**config.mk**
```make
export PLATFORM = sky130hd
export DESIGN_NAME = if_id_queue_flat
export DESIGN_NICKNAME = d
export VERILOG_FILES = /design/src/rtl/if_queue_pkg.sv /design/src/rtl/if_id_queue_if.sv /design/src/rtl/if_queue_mem.sv /design/src/rtl/if_id_queue.sv /design/src/flat_wrapper.sv
export SDC_FILE = /design/constraint.sdc
export NUM_CORES = 1
export LEC_CHECK = 0
export ABC_AREA = 1
export CAP_MARGIN = 20
export CORE_MARGIN = 5
export CORE_UTILIZATION = 35
export DETAILED_ROUTE_END_ITERATION = 8
export SETUP_SLACK_MARGIN = 0.1
export SYNTH_ARGS = -nofsm -noshare
export SYNTH_HDL_FRONTEND = slang
export SYNTH_HIERARCHICAL = 1
export SYNTH_SLANG_ARGS = --single-unit
```
**constraint.sdc**
```tcl
create_clock -name clk -period 4.3 [get_ports clk]
set_clock_uncertainty 0.1 [all_clocks]
set_input_delay 0.86 -clock clk [delete_from_list [all_inputs] [get_ports clk]]
set_output_delay 0.86 -clock clk [all_outputs]
set_load 0.05 [all_outputs]
```
**src/rtl/if_queue_pkg.sv**
```systemverilog
// if_queue_pkg: shared constants and types for the IF/ID instruction queue.
//   N_DEF     default width of PC and instruction words
//   DEPTH_DEF default queue depth (power of two, >= 2)
//   PTR_W     read/write pointer width for the default depth
//   CNT_W     occupancy counter width (must represent DEPTH itself)
//   entry_t   one queued {PC+4, instruction} pair at the default width
// Optional feature macro used by the queue: IFQ_BYPASS_EN.
package if_queue_pkg;

    localparam int N_DEF     = 32;
    localparam int DEPTH_DEF = 4;
    localparam int PTR_W     = $clog2(DEPTH_DEF);
    localparam int CNT_W     = PTR_W + 1;

    typedef struct packed {
        logic [N_DEF-1:0] pc;
        logic [N_DEF-1:0] instr;
    } entry_t;

endpackage

```
**src/rtl/if_id_queue_if.sv**
```systemverilog
// if_id_queue_if: fetch/decode side signals of the IF/ID queue.
//   master : driven by the pipeline (fetch push, decode pop, branch flush)
//   slave  : the queue itself (full flag, head entry, occupancy)
interface if_id_queue_if #(
    parameter int N     = 32,
    parameter int DEPTH = 4
);
    localparam int CW = $clog2(DEPTH) + 1;

    logic          pushIn;
    logic [N-1:0]  PCIn;
    logic [N-1:0]  instructionIn;
    logic          fullOut;
    logic          popIn;
    logic          flushIn;
    logic          validOut;
    logic [N-1:0]  PCOut;
    logic [N-1:0]  instructionOut;
    logic [CW-1:0] countOut;

    modport master (
        output pushIn, PCIn, instructionIn, popIn, flushIn,
        input  fullOut, validOut, PCOut, instructionOut, countOut
    );

    modport slave (
        input  pushIn, PCIn, instructionIn, popIn, flushIn,
        output fullOut, validOut, PCOut, instructionOut, countOut
    );
endinterface

```
**src/rtl/if_queue_mem.sv**
```systemverilog
// if_queue_mem: queue storage. One synchronous write port, one
// asynchronous read port. Contents are zeroed on reset only.
//   clk, rst       clock, async active-low reset
//   we/waddr/wdata write port
//   raddr/rdata    combinational read port
module if_queue_mem #(
    parameter int W     = 64,
    parameter int DEPTH = 4,
    parameter int AW    = $clog2(DEPTH)
) (
    input  logic          clk,
    input  logic          rst,
    input  logic          we,
    input  logic [AW-1:0] waddr,
    input  logic [W-1:0]  wdata,
    input  logic [AW-1:0] raddr,
    output logic [W-1:0]  rdata
);
    logic [DEPTH-1:0][W-1:0] mem_q, mem_d;

    always_comb begin
        mem_d = mem_q;
        if (we) mem_d[waddr] = wdata;
    end

    always_ff @(posedge clk or negedge rst) begin
        if (!rst) mem_q <= '0;
        else      mem_q <= mem_d;
    end

    assign rdata = mem_q[raddr];
endmodule

```
**src/rtl/if_id_queue.sv**
```systemverilog
// if_id_queue: DEPTH-entry circular buffer of {PC+4, instruction} between
// fetch and decode. fullOut freezes fetch; the head entry feeds decode.
// A taken branch (flushIn) empties the queue at the next edge.
//   clk, rst : pipeline clock, async active-low reset
//   q        : slave side of if_id_queue_if (push/pop/flush in,
//              full/valid/head/count out)
// Macro IFQ_BYPASS_EN: when empty, a pushed entry appears on the head
// outputs in the same cycle; if also popped it is never written.
module if_id_queue
    import if_queue_pkg::*;
#(
    parameter int N     = N_DEF,
    parameter int DEPTH = DEPTH_DEF
) (
    input logic           clk,
    input logic           rst,
    if_id_queue_if.slave  q
);
    localparam int AW = $clog2(DEPTH);
    localparam int CW = AW + 1;

    logic [AW-1:0]  rd_ptr_q, rd_ptr_d, wr_ptr_q, wr_ptr_d;
    logic [CW-1:0]  cnt_q, cnt_d;
    logic           empty, full, byp, wr_en, rd_adv;
    logic [2*N-1:0] head;

    assign empty = (cnt_q == '0);
    assign full  = (cnt_q == CW'(DEPTH));

`ifdef IFQ_BYPASS_EN
    assign byp = empty & q.pushIn & ~q.flushIn;
`else
    assign byp = 1'b0;
`endif

    always_comb begin
        // A bypassed entry consumed in the same cycle never touches storage.
        wr_en    = q.pushIn & ~full & ~q.flushIn & ~(byp & q.popIn);
        rd_adv   = q.popIn & ~empty & ~q.flushIn;
        rd_ptr_d = rd_ptr_q;
        wr_ptr_d = wr_ptr_q;
        cnt_d    = cnt_q;
        if (q.flushIn) begin
            rd_ptr_d = '0;
            wr_ptr_d = '0;
            cnt_d    = '0;
        end else begin
            // DEPTH is a power of two, so pointers wrap by overflow.
            if (wr_en)  wr_ptr_d = wr_ptr_q + AW'(1);
            if (rd_adv) rd_ptr_d = rd_ptr_q + AW'(1);
            cnt_d = cnt_q + CW'(wr_en) - CW'(rd_adv);
        end
    end

    always_ff @(posedge clk or negedge rst) begin
        if (!rst) begin
            rd_ptr_q <= '0;
            wr_ptr_q <= '0;
            cnt_q    <= '0;
        end else begin
            rd_ptr_q <= rd_ptr_d;
            wr_ptr_q <= wr_ptr_d;
            cnt_q    <= cnt_d;
        end
    end

    if_queue_mem #(.W(2*N), .DEPTH(DEPTH), .AW(AW)) u_mem (
        .clk   (clk),
        .rst   (rst),
        .we    (wr_en),
        .waddr (wr_ptr_q),
        .wdata ({q.PCIn, q.instructionIn}),
        .raddr (rd_ptr_q),
        .rdata (head)
    );

    // Storage at rd_ptr may hold a stale popped entry, so mask it when empty.
    always_comb begin
        if (byp)        {q.PCOut, q.instructionOut} = {q.PCIn, q.instructionIn};
        else if (empty) {q.PCOut, q.instructionOut} = '0;
        else            {q.PCOut, q.instructionOut} = head;
    end

    assign q.validOut = ~empty | byp;
    assign q.fullOut  = full;
    assign q.countOut = cnt_q;
endmodule

```
**src/flat_wrapper.sv**
```systemverilog
// flat-port wrapper written by rule: the top's interface ports become plain ports
module if_id_queue_flat import if_queue_pkg::*;
#(
    parameter int N     = N_DEF,
    parameter int DEPTH = DEPTH_DEF
)
  (clk, rst, q_pushIn, q_PCIn, q_instructionIn, q_popIn, q_flushIn, q_fullOut, q_validOut, q_PCOut, q_instructionOut, q_countOut);
  if_id_queue_if #(.N(N), .DEPTH(DEPTH)) q_i ();
  input logic clk;
  input logic rst;
  input wire logic [$bits(q_i.pushIn)-1:0] q_pushIn;
  input wire logic [$bits(q_i.PCIn)-1:0] q_PCIn;
  input wire logic [$bits(q_i.instructionIn)-1:0] q_instructionIn;
  input wire logic [$bits(q_i.popIn)-1:0] q_popIn;
  input wire logic [$bits(q_i.flushIn)-1:0] q_flushIn;
  output wire logic [$bits(q_i.fullOut)-1:0] q_fullOut;
  output wire logic [$bits(q_i.validOut)-1:0] q_validOut;
  output wire logic [$bits(q_i.PCOut)-1:0] q_PCOut;
  output wire logic [$bits(q_i.instructionOut)-1:0] q_instructionOut;
  output wire logic [$bits(q_i.countOut)-1:0] q_countOut;
  assign q_i.pushIn = q_pushIn;
  assign q_i.PCIn = q_PCIn;
  assign q_i.instructionIn = q_instructionIn;
  assign q_i.popIn = q_popIn;
  assign q_i.flushIn = q_flushIn;
  assign q_fullOut = q_i.fullOut;
  assign q_validOut = q_i.validOut;
  assign q_PCOut = q_i.PCOut;
  assign q_instructionOut = q_i.instructionOut;
  assign q_countOut = q_i.countOut;
  if_id_queue #(.N(N), .DEPTH(DEPTH)) u_core (.clk(clk), .rst(rst), .q(q_i));
endmodule
```
==> reports/qor.txt <==
outcome = complete, no violations
required time of the critical path = 3340 ps
ANT nets after route = 0
Arrival @ worst endpoint = 2610 ps
Reg clk slew, reported paths = 60 ps
area of the multi-input gates = 5510 µm²
mean number of vias per cell = 4.81
drt drc = 0
CTS H-tree depth = 1
Final Hold Viols = 0
Detailed Route WL = 42.4 mm
final worst-path cycle share = 83.0%
Post-DP HPWL = 22.8 mm
PD cells = 771 nW/µm²
TritonRoute pass-1 iters = 5
die area = 45,100 µm²
sequential area share after synthesis = 45.9%
GP Congestion = 0.750
synthesized flop and latch total = 263
endpoints failing setup = 0
IO buf count = 137
leakage = 9.25 nW
cts repair resizes = 0
Inserted Diodes = 0
DR iter-0 viols = 964
Synth area leaders = dfrtp_1 46%, nand2_1 21%, inv_1 10%
first-pass GRT wire length = 68.1 mm
synth warn = 6
Synth top area share = 45.9%
die extent in x = 212 µm
post-synthesis compound-gate area fraction = 2.27%
pin count of the biggest net entering global routing = 132
RSZ-0062 raised after global routing = false
Unique masters post-synth = 25
Longest Clk Path Bufs = 3
clk sinks = 263
worst rel slew slack = 25.2%
FP Rows = 74
Post-Synth Adder-Cell Area = 0.314%
Final Core Density = 41.0%
Slew @ Worst Pin = 1120 ps
Synth Area in Simple Gates = 35.6%
# Post-CTS Setup Buffers = 0
Hold Path Class = input pin to asynchronous set/reset pin
initial antenna violation count = 0
die height = 212 µm
largest family of logic cells by synthesized area = simple AND/OR/NAND/NOR gates
routed len/inst = 15.9 µm
Max-Cap Viols = 0
nets@finish = 2,186
cts bufs inserted = 29
Syn Inst Count = 2,056
vias in the first global route = 12.4k
fin crit period = 3570 ps
Initial Util = 35.2%
Worst setup SP type = flop
share of cells above drive strength 1 = 7.73%
final slew viol count = 0
syn_area_per_cell = 6.97 µm²
CTS Root Cell = clkbuf_16
# IOs = 138
CP Max Fanout = 33
top cell type by total area after synthesis = dfrtp_1
syn nets = 2,128
CORE AREA = 40,600 µm²
Crit. End Element = output port
mapped cell area = 14,300 µm²
Setup crit start = u_core/rd_ptr_q[1]
Crit Path Category = flop to output port
worst-skew pair later-pin latency = 540 ps
synth-to-layout area growth = 16.3%
f_max = 280 MHz
Register Area = 6590 µm²
gr usage total = 18.6%
R2R Path Start = u_core/q.countOut[1]
GRT overflow = 0
CTS tree = done
cts hold-fix bufs = 0
via count = 12.8k
FILL cells = 4,169
maximum vdd drop = 692 µV
XOR/XNOR Fraction of Synth Area = 0%
Fin Setup TNS = 0 ps
mux contribution to synthesized area = 0%
[stage by stage]
stage               cells  cell area, µm²  hold slack [ps]  worst slack, ps  power [mW]
floorplan            2056           14300              342             1460        8.73
global placement     2615           15700              353             1020        10.4
detailed placement   2615           15700              358              972        10.5
CTS                  2666           16700              342              715        13.0
global route         2666           16700              369              606        13.8
finish               2666           16700              314              730        12.8
[final timing paths]
path                                           end  slack, ps  depth (start not counted)
min in group clk            u_core/u_mem/mem_q[83]        370                          2
max in group asynchronous  u_core/u_mem/mem_q[213]       2850                          2
min reg2reg                 u_core/u_mem/mem_q[83]        370                          2
min                         u_core/u_mem/mem_q[50]        310                          1
max                           q_instructionOut[10]        730                          7
max reg2reg                  u_core/u_mem/mem_q[7]       1630                          8
[layout make-up]
| type | count | share of cell area (%) |
|---|---|---|
| flip-flops and latches | 263 | 39.6 |
| multi-input cells | 1257 | 33.1 |
| inverters | 400 | 9.06 |
| repair buffers | 163 | 8.70 |
| clock buffers | 42 | 5.13 |
| well taps | 532 | 4.00 |
| clock inverters | 9 | 0.421 |
[cells in the mapped netlist (all sizes together)]
library cell    n
nand2         785
inv           399
dfrtp         263
nand3         200
buf           132
nand4         132
nor2           71
o21ai          64
clkbuf          4
ha              2
a21oi           1
clkinv          1
fa              1
or2             1
[flip-flops by register name (all words and copies together) (netlist names)]
signal and cells:
u_core/wr_ptr_q 2, u_core/u_mem/mem_q 256, u_core/q.countOut 3, u_core/rd_ptr_q 2
[cell families after synthesis]
| kind of cell | count (synthesis) |
|---|---|
| adder cells (fa/ha/maj) | 3 |
| AO/OA/AOI/OAI | 65 |
| buffers and inverters | 536 |
| AND/OR/NAND/NOR | 1189 |
| flip-flops | 263 |
[worst max-delay path: stages, from the launching register on]
cell and delay (ps):
dfrtp_2 400, inv_2 630, buf_4 430, nand3_1 130, nand2_1 70, inv_1 70, nor2_2 100, buf_4 210
[layout by cell type (no fill, tap or decap)]
cell / instances
or2_2: 1
dfrtp_4: 3
inv_6: 1
nand4_1: 132
clkdlybuf4s50_1: 72
nor2_1: 58
nand3_1: 197
nand2_2: 1
clkbuf_16: 29
ha_1: 2
fa_1: 1
clkinv_2: 8
buf_8: 1
nand2_4: 1
clkbuf_1: 5
nand2_1: 783
clkinv_1: 1
a21oi_1: 1
clkbuf_8: 8
o21ai_1: 64
inv_4: 1
nand3_4: 3
bufinv_16: 1
inv_1: 394
buf_4: 87
buf_12: 3
dfrtp_1: 259
nor2_4: 3
inv_2: 3
nor2_2: 10
dfrtp_2: 1
[layer usage]
layer  vias to the layer above  routed length [µm]  track usage [%]  part of all wire, %
met3                        57                1880             2.11                  4.4
met2                       318               19800             30.9                   47
met4                         0                 784             4.13                  1.8
met1                      6113               19900             26.3                   47
li1                       6342                   -                -                    -
met5                         -                   0                0                    0
[report_power, final]
| group | leakage [nW] | internal, mW | switching, mW |
|---|---|---|---|
| clock network | 0.466 | 1.42 | 1.00 |
| registers | 3.40 | 3.43 | 0.552 |
| logic | 5.39 | 1.89 | 4.54 |
No activity file was read; power rests on OpenSTA's default activity.
